===== config.mk =====
export PLATFORM = sky130hd
export DESIGN_NAME = serial_word_rx_flat
export DESIGN_NICKNAME = d
export VERILOG_FILES = /design/src/rtl/serial_word_rx_if.sv /design/src/rtl/serial_word_rx.sv /design/src/flat_wrapper.sv
export SDC_FILE = /design/constraint.sdc
export NUM_CORES = 1
export LEC_CHECK = 0
export CAP_MARGIN = 20
export CORE_MARGIN = 2
export CORE_UTILIZATION = 48
export CTS_CLUSTER_DIAMETER = 200
export DETAILED_ROUTE_END_ITERATION = 10
export MAX_ROUTING_LAYER = met4
export PLACE_DENSITY = 0.74
export SLEW_MARGIN = 10
export SYNTH_ARGS = -nofsm -noshare
export SYNTH_HDL_FRONTEND = slang
export SYNTH_SLANG_ARGS = --single-unit

===== constraint.sdc =====
create_clock -name clk -period 1.55 [get_ports clk]
set_input_delay 0.31 -clock clk [delete_from_list [all_inputs] [get_ports clk]]
set_output_delay 0.31 -clock clk [all_outputs]
set_load 0.03 [all_outputs]

===== src/rtl/serial_word_rx_if.sv =====
// ----------------------------------------------------------------------------
// serial_word_rx_if
//   Bundles the serial-side inputs and the parallel valid/ready output of the
//   bit-serial word receiver.
//   Parameter:
//     WIDTH       data bits per frame
//   Signals:
//     sin         serial line, idle level 1
//     bit_en      bit strobe; sin is meaningful only when high
//     dout        received word, LSB = first data bit
//     dout_valid  dout holds an unconsumed word
//     dout_ready  consumer accepts dout this cycle
//     frame_err   one-cycle pulse: stop bit sampled as 0
//     overrun     one-cycle pulse: completed word dropped
//     parity_err  one-cycle pulse: parity mismatch
//   Modports:
//     master      drives the line and consumes the word (bench / upstream)
//     slave       the receiver itself
// ----------------------------------------------------------------------------
interface serial_word_rx_if #(
    parameter int WIDTH = 16
);
    logic             sin;
    logic             bit_en;
    logic             dout_ready;
    logic [WIDTH-1:0] dout;
    logic             dout_valid;
    logic             frame_err;
    logic             overrun;
    logic             parity_err;

    modport master (
        output sin, bit_en, dout_ready,
        input  dout, dout_valid, frame_err, overrun, parity_err
    );

    modport slave (
        input  sin, bit_en, dout_ready,
        output dout, dout_valid, frame_err, overrun, parity_err
    );
endinterface


===== src/rtl/serial_word_rx.sv =====
// ----------------------------------------------------------------------------
// serial_word_rx
//   Bit-serial word receiver. Samples a start(0) / WIDTH data bits (LSB first)
//   / [parity] / stop(1) frame, one bit per bit_en cycle, and presents the
//   assembled word on a valid/ready output. Cycles with bit_en=0 leave all
//   frame state untouched.
//
//   Optional feature macro: SERIAL_RX_PARITY_EN
//     defined   : one even-parity bit follows the data; mismatch pulses
//                 parity_err and discards the word.
//     undefined : stop bit follows the last data bit; parity_err is tied 0.
//
//   Ports:
//     clk    clock, rising edge
//     rst_n  asynchronous active-low reset
//     bus    serial_word_rx_if.slave (sin, bit_en, dout_ready in;
//            dout, dout_valid, frame_err, overrun, parity_err out)
// ----------------------------------------------------------------------------
module serial_word_rx #(
    parameter int WIDTH = 16
) (
    input  logic                 clk,
    input  logic                 rst_n,
    serial_word_rx_if.slave      bus
);
    localparam int CNT_W = $clog2(WIDTH);

    typedef enum logic [1:0] {
        S_IDLE,
        S_DATA,
`ifdef SERIAL_RX_PARITY_EN
        S_PARITY,
`endif
        S_STOP
    } state_e;

    state_e           state_q;
    logic [CNT_W-1:0] cnt_q;
    logic [WIDTH-1:0] shift_q;
    logic [WIDTH-1:0] dout_q;
    logic             dout_valid_q;
    logic             frame_err_q;
    logic             overrun_q;
`ifdef SERIAL_RX_PARITY_EN
    logic             parity_q;     // running XOR of data and parity bits
    logic             parity_err_q;
`endif

    // NOTE: every state register below is assigned with <= so all of them
    // update together from pre-edge values; a blocking = here would let later
    // statements see already-updated state and reorder the logic.
    always_ff @(posedge clk or negedge rst_n) begin
        if (!rst_n) begin
            state_q      <= S_IDLE;
            cnt_q        <= '0;
            shift_q      <= '0;
            dout_q       <= '0;
            dout_valid_q <= 1'b0;
            frame_err_q  <= 1'b0;
            overrun_q    <= 1'b0;
`ifdef SERIAL_RX_PARITY_EN
            parity_q     <= 1'b0;
            parity_err_q <= 1'b0;
`endif
        end else begin
            // Error flags are single-cycle pulses; they only go high below.
            frame_err_q  <= 1'b0;
            overrun_q    <= 1'b0;
`ifdef SERIAL_RX_PARITY_EN
            parity_err_q <= 1'b0;
`endif

            // Consumer handshake. A completion in the same cycle overrides
            // this clear further down (last assignment wins).
            if (dout_valid_q && bus.dout_ready) begin
                dout_valid_q <= 1'b0;
            end

            if (bus.bit_en) begin
                case (state_q)
                    S_IDLE: begin
                        if (!bus.sin) begin
                            state_q  <= S_DATA;
                            cnt_q    <= '0;
`ifdef SERIAL_RX_PARITY_EN
                            parity_q <= 1'b0;
`endif
                        end
                    end

                    S_DATA: begin
                        shift_q[cnt_q] <= bus.sin;
`ifdef SERIAL_RX_PARITY_EN
                        parity_q <= parity_q ^ bus.sin;
`endif
                        if (cnt_q == CNT_W'(WIDTH - 1)) begin
                            cnt_q   <= '0;
`ifdef SERIAL_RX_PARITY_EN
                            state_q <= S_PARITY;
`else
                            state_q <= S_STOP;
`endif
                        end else begin
                            cnt_q <= cnt_q + 1'b1;
                        end
                    end

`ifdef SERIAL_RX_PARITY_EN
                    S_PARITY: begin
                        parity_q <= parity_q ^ bus.sin;
                        state_q  <= S_STOP;
                    end
`endif

                    S_STOP: begin
                        state_q <= S_IDLE;
                        if (!bus.sin) begin
                            // Framing error wins over any parity mismatch.
                            frame_err_q <= 1'b1;
`ifdef SERIAL_RX_PARITY_EN
                        end else if (parity_q) begin
                            parity_err_q <= 1'b1;
`endif
                        end else if (!dout_valid_q || bus.dout_ready) begin
                            // Slot is free, or being freed this very cycle.
                            dout_q       <= shift_q;
                            dout_valid_q <= 1'b1;
                        end else begin
                            overrun_q <= 1'b1;
                        end
                    end

                    default: state_q <= S_IDLE;
                endcase
            end
        end
    end

    assign bus.dout       = dout_q;
    assign bus.dout_valid = dout_valid_q;
    assign bus.frame_err  = frame_err_q;
    assign bus.overrun    = overrun_q;
`ifdef SERIAL_RX_PARITY_EN
    assign bus.parity_err = parity_err_q;
`else
    assign bus.parity_err = 1'b0;
`endif

endmodule

===== src/flat_wrapper.sv =====
// flat-port wrapper written by rule: the top's interface ports become plain ports
module serial_word_rx_flat 
#(
    parameter int WIDTH = 16
)
  (clk, rst_n, bus_sin, bus_bit_en, bus_dout_ready, bus_dout, bus_dout_valid, bus_frame_err, bus_overrun, bus_parity_err);
  serial_word_rx_if #(.WIDTH(WIDTH)) bus_i ();
  input  logic clk;
  input  logic rst_n;
  input wire logic [$bits(bus_i.sin)-1:0] bus_sin;
  input wire logic [$bits(bus_i.bit_en)-1:0] bus_bit_en;
  input wire logic [$bits(bus_i.dout_ready)-1:0] bus_dout_ready;
  output wire logic [$bits(bus_i.dout)-1:0] bus_dout;
  output wire logic [$bits(bus_i.dout_valid)-1:0] bus_dout_valid;
  output wire logic [$bits(bus_i.frame_err)-1:0] bus_frame_err;
  output wire logic [$bits(bus_i.overrun)-1:0] bus_overrun;
  output wire logic [$bits(bus_i.parity_err)-1:0] bus_parity_err;
  assign bus_i.sin = bus_sin;
  assign bus_i.bit_en = bus_bit_en;
  assign bus_i.dout_ready = bus_dout_ready;
  assign bus_dout = bus_i.dout;
  assign bus_dout_valid = bus_i.dout_valid;
  assign bus_frame_err = bus_i.frame_err;
  assign bus_overrun = bus_i.overrun;
  assign bus_parity_err = bus_i.parity_err;
  serial_word_rx #(.WIDTH(WIDTH)) u_core (.clk(clk), .rst_n(rst_n), .bus(bus_i));
endmodule

==> impl_metrics.yaml, run 1 <==
routing:
  dr.first_iter.drc_count: 59
  drt_wl_total_um: 3680
  post_drt_wl_per_cell_um: 16.0
  ant_nets: 0
  viasPerCell: 5.34
  vias: 1228
  firstDrtPassIters: 4
  drc: 0
flow_run:
  drv_cap: 0
yosys:
  ys_ff_latch: 41
  synth_compound_area_share_pct: 12.0
  ys_async_sr_fraction_pct: 100
  ys_types: 28
  synth_edf_count: 0
  ys_seq_area_share_pct: 57.7
  syn_area_per_cell_sq_um: 12.6
  synth_top_family_by_area: "multiplexers"
  syn_area_sq_um: 1780
  syn_inst: 141
  synth-adder-area-share_pct: 2.81
  synthSimpleGateAreaFrac_pct: 8.37
  synth_nets: 150
  synth.area.mux_share_pct: 14.8
  synth_ff_type: "dfrtp_1"
  synth_xor_area_share_pct: 0
  yosys_warnings: 0
setup_path:
  critPathKind: "flop to flop"
  startpoint_type: "flop"
  worstSetupEndpointType: "flop"
  cp-startpoint: "u_core.state_q[1]"
  worstPathRequired_ns: 1.72
  arrival_ns: 1.80
  worst_r2r_startpoint: "u_core.state_q[1]"
  crit_fanout: 8
power_and_ir_drop:
  power.switching_uw: 1140
  combPwrFrac_pct: 28.1
  power_density_nw_per_um2: 1440
  total_leakage_power_uw: 0.00117
  p_seq_share_pct: 47.6
  p_clk_share_pct: 24.3
  swShare_pct: 34.1
  vdd_ir_drop_max_v: 0.000924
  internal_power_uw: 2220
clocking:
  clock_sinks: 41
  numCtsBuffers: 5
  cts_tree: "built"
  path_clk_slew_ns: 0.08
  h-tree-depth: 2
  clk_path_buf_depth: 2
  cts_root_buf: "clkbuf_8"
  insertion_delay_ns: 0.29
worst_hold_path:
  hold_class: "input pin to async pin"
die:
  start_util_pct: 49.3
  die_h_um: 64.9
  fp.dieArea_sq_um: 4210
  rows: 22
  coreArea_sq_um: 3610
  io_pins: 25
  die_w_um: 64.9
cells_and_area:
  area_delta_synth_final_pct: 31.0
  nets: 191
  insertedDiodeCount: 0
  fin_util_pct: 64.6
  instances_no_fill: 230
  final_cell_mix: "dfrtp_1, dlygate4sd2_1, mux2_4, o21ai_0, buf_4"
  final_common_cell: "dfrtp_1"
  final_area_sq_um: 2330
  drive_gt1_share_pct: 31.3
timing:
  fin_worst_skew_ns: 0.00354
  post-route-period-util_pct: 105
  hold_viol: 0
  slew_headroom_pct: 63.7
  maxSlewViolCount: 0
  fin_ws_ns: -0.0730
  setup_tns_ns: -0.930
  tightest_slew_ns: 0.539
  fmax_mhz: 616
  rsz0062_at_grt: "true"
  setup_viol: 16
  period_minus_slack_ns: 1.62
placed_design:
  io_buffers: 23
  gp_congestion: 0.823
  dpl-instance-area_sq_um: 2130
  placedCellCount: 220
  post-dp-hpwl_um: 2390
  dp_slack_ns: -0.540
global_route:
  grt_pass1_vias: 1266
  grt-ovfl-total: 0
  antenna_found_initial: 0
  grt_use_total_pct: 20.2
  grt_max_degree: 42
  grt_pass1_wl_um: 6110
run_status:
  violations: "setup timing"
  outcome: "finished with violations"
flip-flops by register name, summed over array words and instances (netlist names):
register	flops
u_core.bus.overrun	1
u_core.shift_q	16
u_core.bus.dout_valid	1
u_core.cnt_q	4
u_core.state_q	2
u_core.bus.dout	16
u_core.bus.frame_err	1
kinds of logic (layout without fill, tap and decap cells):
| kind of cell | after synthesis | count (layout) |
|---|---|---|
| buffers and inverters | 12 | 53 |
| adders and majority gates | 4 | 4 |
| and+or+nand+nor | 29 | 29 |
| other | 1 | 1 |
| AOI/OAI and AO/OA | 34 | 34 |
| muxes | 20 | 20 |
| DFF | 41 | 41 |
cell type report:
class	instances	area (sq um)
fill	287	1280
sequential	41	1030
multi-input combinational	88	758
timing repair buffer	41	363
clock buffer	5	68.8
tap	48	60.1
clock inverter	2	35.0
inverter	5	18.8
worst max-delay path, stage by stage, from the launching register on:
cell,delay (ns)
dfrtp_1,0.39
nand2_2,0.07
or3_4,0.38
nor2b_4,0.20
buf_12,0.17
mux2_4,0.30
final timing paths:
path	to	slack (ns)	depth (start not counted)
setup / recovery	u_core.bus.dout[15]	-0.07	5
hold / removal	u_core.bus.dout[14]	0.08	2
setup reg to reg	u_core.bus.dout[15]	-0.07	5
hold reg to reg	u_core.bus.dout[13]	0.51	1
max in group asynchronous	u_core.bus.dout_valid	1.12	2
min in group clk	u_core.bus.frame_err	0.48	3
what timing repair did:
| action | CTS | global route |
|---|---|---|
| gates resized for setup | 34 | 9 |
| setup endpoints to repair | 52 | 19 |
| gates cloned | 1 | 0 |
| hold endpoints to repair | 0 | 0 |
| buffers inserted | 4 | 0 |
| hold buffers | 0 | 0 |
| pin swaps | 1 | 4 |
synth_stat cells (2+ instances only):
library cell	n	area share (%)
o31ai_1	13	5.5
mux2_4	10	8.4
ha_1	4	2.8
nand3_1	7	2.0
nand2b_1	2	0.70
mux2_2	10	6.3
nor2b_1	2	0.70
nand2_1	9	1.9
clkbuf_1	3	0.63
dfrtp_1	41	58
o21ai_0	16	4.5
nor3_1	5	1.4
inv_1	4	0.84
power by group through the flow:
stage / combinational, uW / sequential, uW / clock [uW]
after floorplan: 611 / 1530 / 0
after global placement: 851 / 1560 / 0
after detailed placement: 900 / 1580 / 0
after CTS: 904 / 1560 / 834
after global routing: 1050 / 1630 / 893
final: 945 / 1600 / 815
stage by stage:
| step | total power [uW] | hold slack (ns) |
|---|---|---|
| 2_1_floorplan | 2140 | 0.0144 |
| 3_3_place_gp | 2410 | 0.389 |
| 3_5_place_dp | 2480 | 0.402 |
| 4_1_cts | 3300 | 0.0894 |
| 5_1_grt | 3580 | 0.104 |
| 6_report | 3360 | 0.0806 |
metal layers:
layer | vias to the layer above | share of wire (%) | track usage (%)
met2 | 35 | 49 | 32.3
met3 | 6 | 4.2 | 6.25
met4 | 0 | 1.1 | 6.38
met1 | 602 | 45 | 24.6
met5 | - | 0 | -
li1 | 585 | - | -
(Power assumes the default switching activity.)
==> inputs of run 2 (changes only) <==
Settings changed: PLACE_DENSITY 0.74 to unset, PLACE_DENSITY_LB_ADDON set to 0.08.
==> run 2 against run 1 <==
The flow still finishes with violations (setup timing). First-iteration DRC count down 32%. Clock power up 7.5%. Clock skew up 0.0031 ns. Sequential share of layout area up 1.0 points. Sequential power about the same. Final cell count unchanged. Maximum frequency up 1.0%. Critical path type unchanged. Largest power group unchanged.
==> impl_metrics.yaml, run 2 (synthesized netlist as in run 1, its figures left out) <==
routing:
  vias: 1248
  ant_nets: 0
  drc: 0
  dr.first_iter.drc_count: 40
  viasPerCell: 5.43
  drt_wl_total_um: 3460
  firstDrtPassIters: 4
  post_drt_wl_per_cell_um: 15.1
clocking:
  cts_tree: "built"
  clock_sinks: 41
  insertion_delay_ns: 0.29
  clk_path_buf_depth: 2
  numCtsBuffers: 5
  cts_root_buf: "clkbuf_8"
  path_clk_slew_ns: 0.07
  h-tree-depth: 2
timing:
  post-route-period-util_pct: 104
  rsz0062_at_grt: "true"
  slew_headroom_pct: 65.6
  period_minus_slack_ns: 1.61
  setup_viol: 16
  tightest_slew_ns: 0.516
  maxSlewViolCount: 0
  fin_worst_skew_ns: 0.00660
  setup_tns_ns: -0.612
  hold_viol: 0
  fmax_mhz: 623
  fin_ws_ns: -0.0562
run_status:
  violations: "setup timing"
  outcome: "finished with violations"
placed_design:
  post-dp-hpwl_um: 2320
  dp_slack_ns: -0.516
  placedCellCount: 221
  io_buffers: 23
  gp_congestion: 0.853
die:
  coreArea_sq_um: 3610
  die_w_um: 64.9
  die_h_um: 64.9
  io_pins: 25
  fp.dieArea_sq_um: 4210
  rows: 22
  start_util_pct: 49.3
power_and_ir_drop:
  power_density_nw_per_um2: 1470
  p_seq_share_pct: 47.1
  p_clk_share_pct: 26.1
  internal_power_uw: 2250
  total_leakage_power_uw: 0.00114
  vdd_ir_drop_max_v: 0.000887
  power.switching_uw: 1100
  swShare_pct: 32.9
  combPwrFrac_pct: 26.8
setup_path:
  crit_fanout: 5
  critPathKind: "flop to flop"
  worstPathRequired_ns: 1.73
  path_delay_family: "simple AND/OR/NAND/NOR gates"
  arrival_ns: 1.78
  cp_slowest_cell: "dfrtp_1"
  worstSetupEndpointType: "flop"
  cp_cell_sequence: "nand2_2 -> or3_4 -> nor2b_4 -> buf_6 -> mux2_2"
  slowest_delay_ns: 0.38
  path_buf_inv: 1
  startpoint_type: "flop"
cells_and_area:
  seqCellArea_sq_um: 1030
  fillers: 303
  fin_util_pct: 63.2
  area_delta_synth_final_pct: 28.1
  nets: 190
  instances_no_fill: 230
  final_common_cell: "dfrtp_1"
  multi_input_area_sq_um: 718
  final_cell_mix: "dfrtp_1, dlygate4sd2_1, buf_4, o21ai_0, o31ai_1"
  insertedDiodeCount: 0
  drive_gt1_share_pct: 29.7
global_route:
  grt-ovfl-total: 0
  grt_max_degree: 42
  grt_use_total_pct: 19.5
  grt_pass1_vias: 1274
  antenna_found_initial: 0
  grt_pass1_wl_um: 5910
worst_hold_path:
  hold_class: "input pin to async pin"
flow_run:
  drv_cap: 0
==> run 2: cell type report <==
type                    instances  area share (%)
flip-flops and latches         41            45.1
inverters                       5           0.824
multi-input cells              88            31.5
repair buffers                 40            14.8
well taps                      48            2.64
clock inverters                 1            1.32
clock buffers                   7            3.79
==> run 2: final timing paths <==
check                      cells past startpoint  slack [ns]              endpoint               from
max in group asynchronous                      2        1.11    u_core.bus.dout[4]              rst_n
setup / recovery                               5       -0.06    u_core.bus.dout[1]  u_core.state_q[1]
min in group clk                               3        0.49  u_core.bus.frame_err            bus_sin
hold / removal                                 2        0.08   u_core.bus.dout[14]              rst_n
setup reg to reg                               5       -0.06    u_core.bus.dout[1]  u_core.state_q[1]
hold reg to reg                                1        0.50    u_core.bus.dout[0]  u_core.shift_q[0]
==> run 2: worst register-to-register path: cells and delay by family, from the launching register on <==
| kind | cells | cell delay, ns |
|---|---|---|
| flops | 1 | 0.38 |
| buf+inv | 1 | 0.15 |
| mux | 1 | 0.33 |
| simple gates | 3 | 0.63 |
==> run 2: routing by layer <==
metal / GRT usage, % / vias to the layer above / share of wire [%]
met3: 5.90 / 10 / 4.6
li1: - / 586 / -
met4: 10.4 / 0 / 2.7
met1: 22.7 / 606 / 44
met2: 30.4 / 46 / 49
met5: - / - / 0
==> run 2: per-stage QoR <==
step	hold slack, ns	cell area, sq um	total power (uW)
2_1_floorplan	0.0144	1780	2140
4_1_cts	0.0875	2300	3360
3_3_place_gp	0.395	2140	2440
5_1_grt	0.110	2280	3580
3_5_place_dp	0.407	2140	2480
6_report	0.0820	2280	3360
==> run 2: power by group through the flow <==
stage	clock, uW	combinational (uW)	sequential, uW
floorplan	0	611	1530
global placement	0	866	1570
detailed placement	0	894	1590
CTS	904	890	1570
global route	946	1010	1620
finish	876	901	1580
==> run 2: timing repair <==
action	in CTS	in global routing
setup buffers	1	2
pin swaps	0	2
hold buffers	0	0
cloned	1	0
resized for setup	27	11
endpoints found under the setup margin	51	29
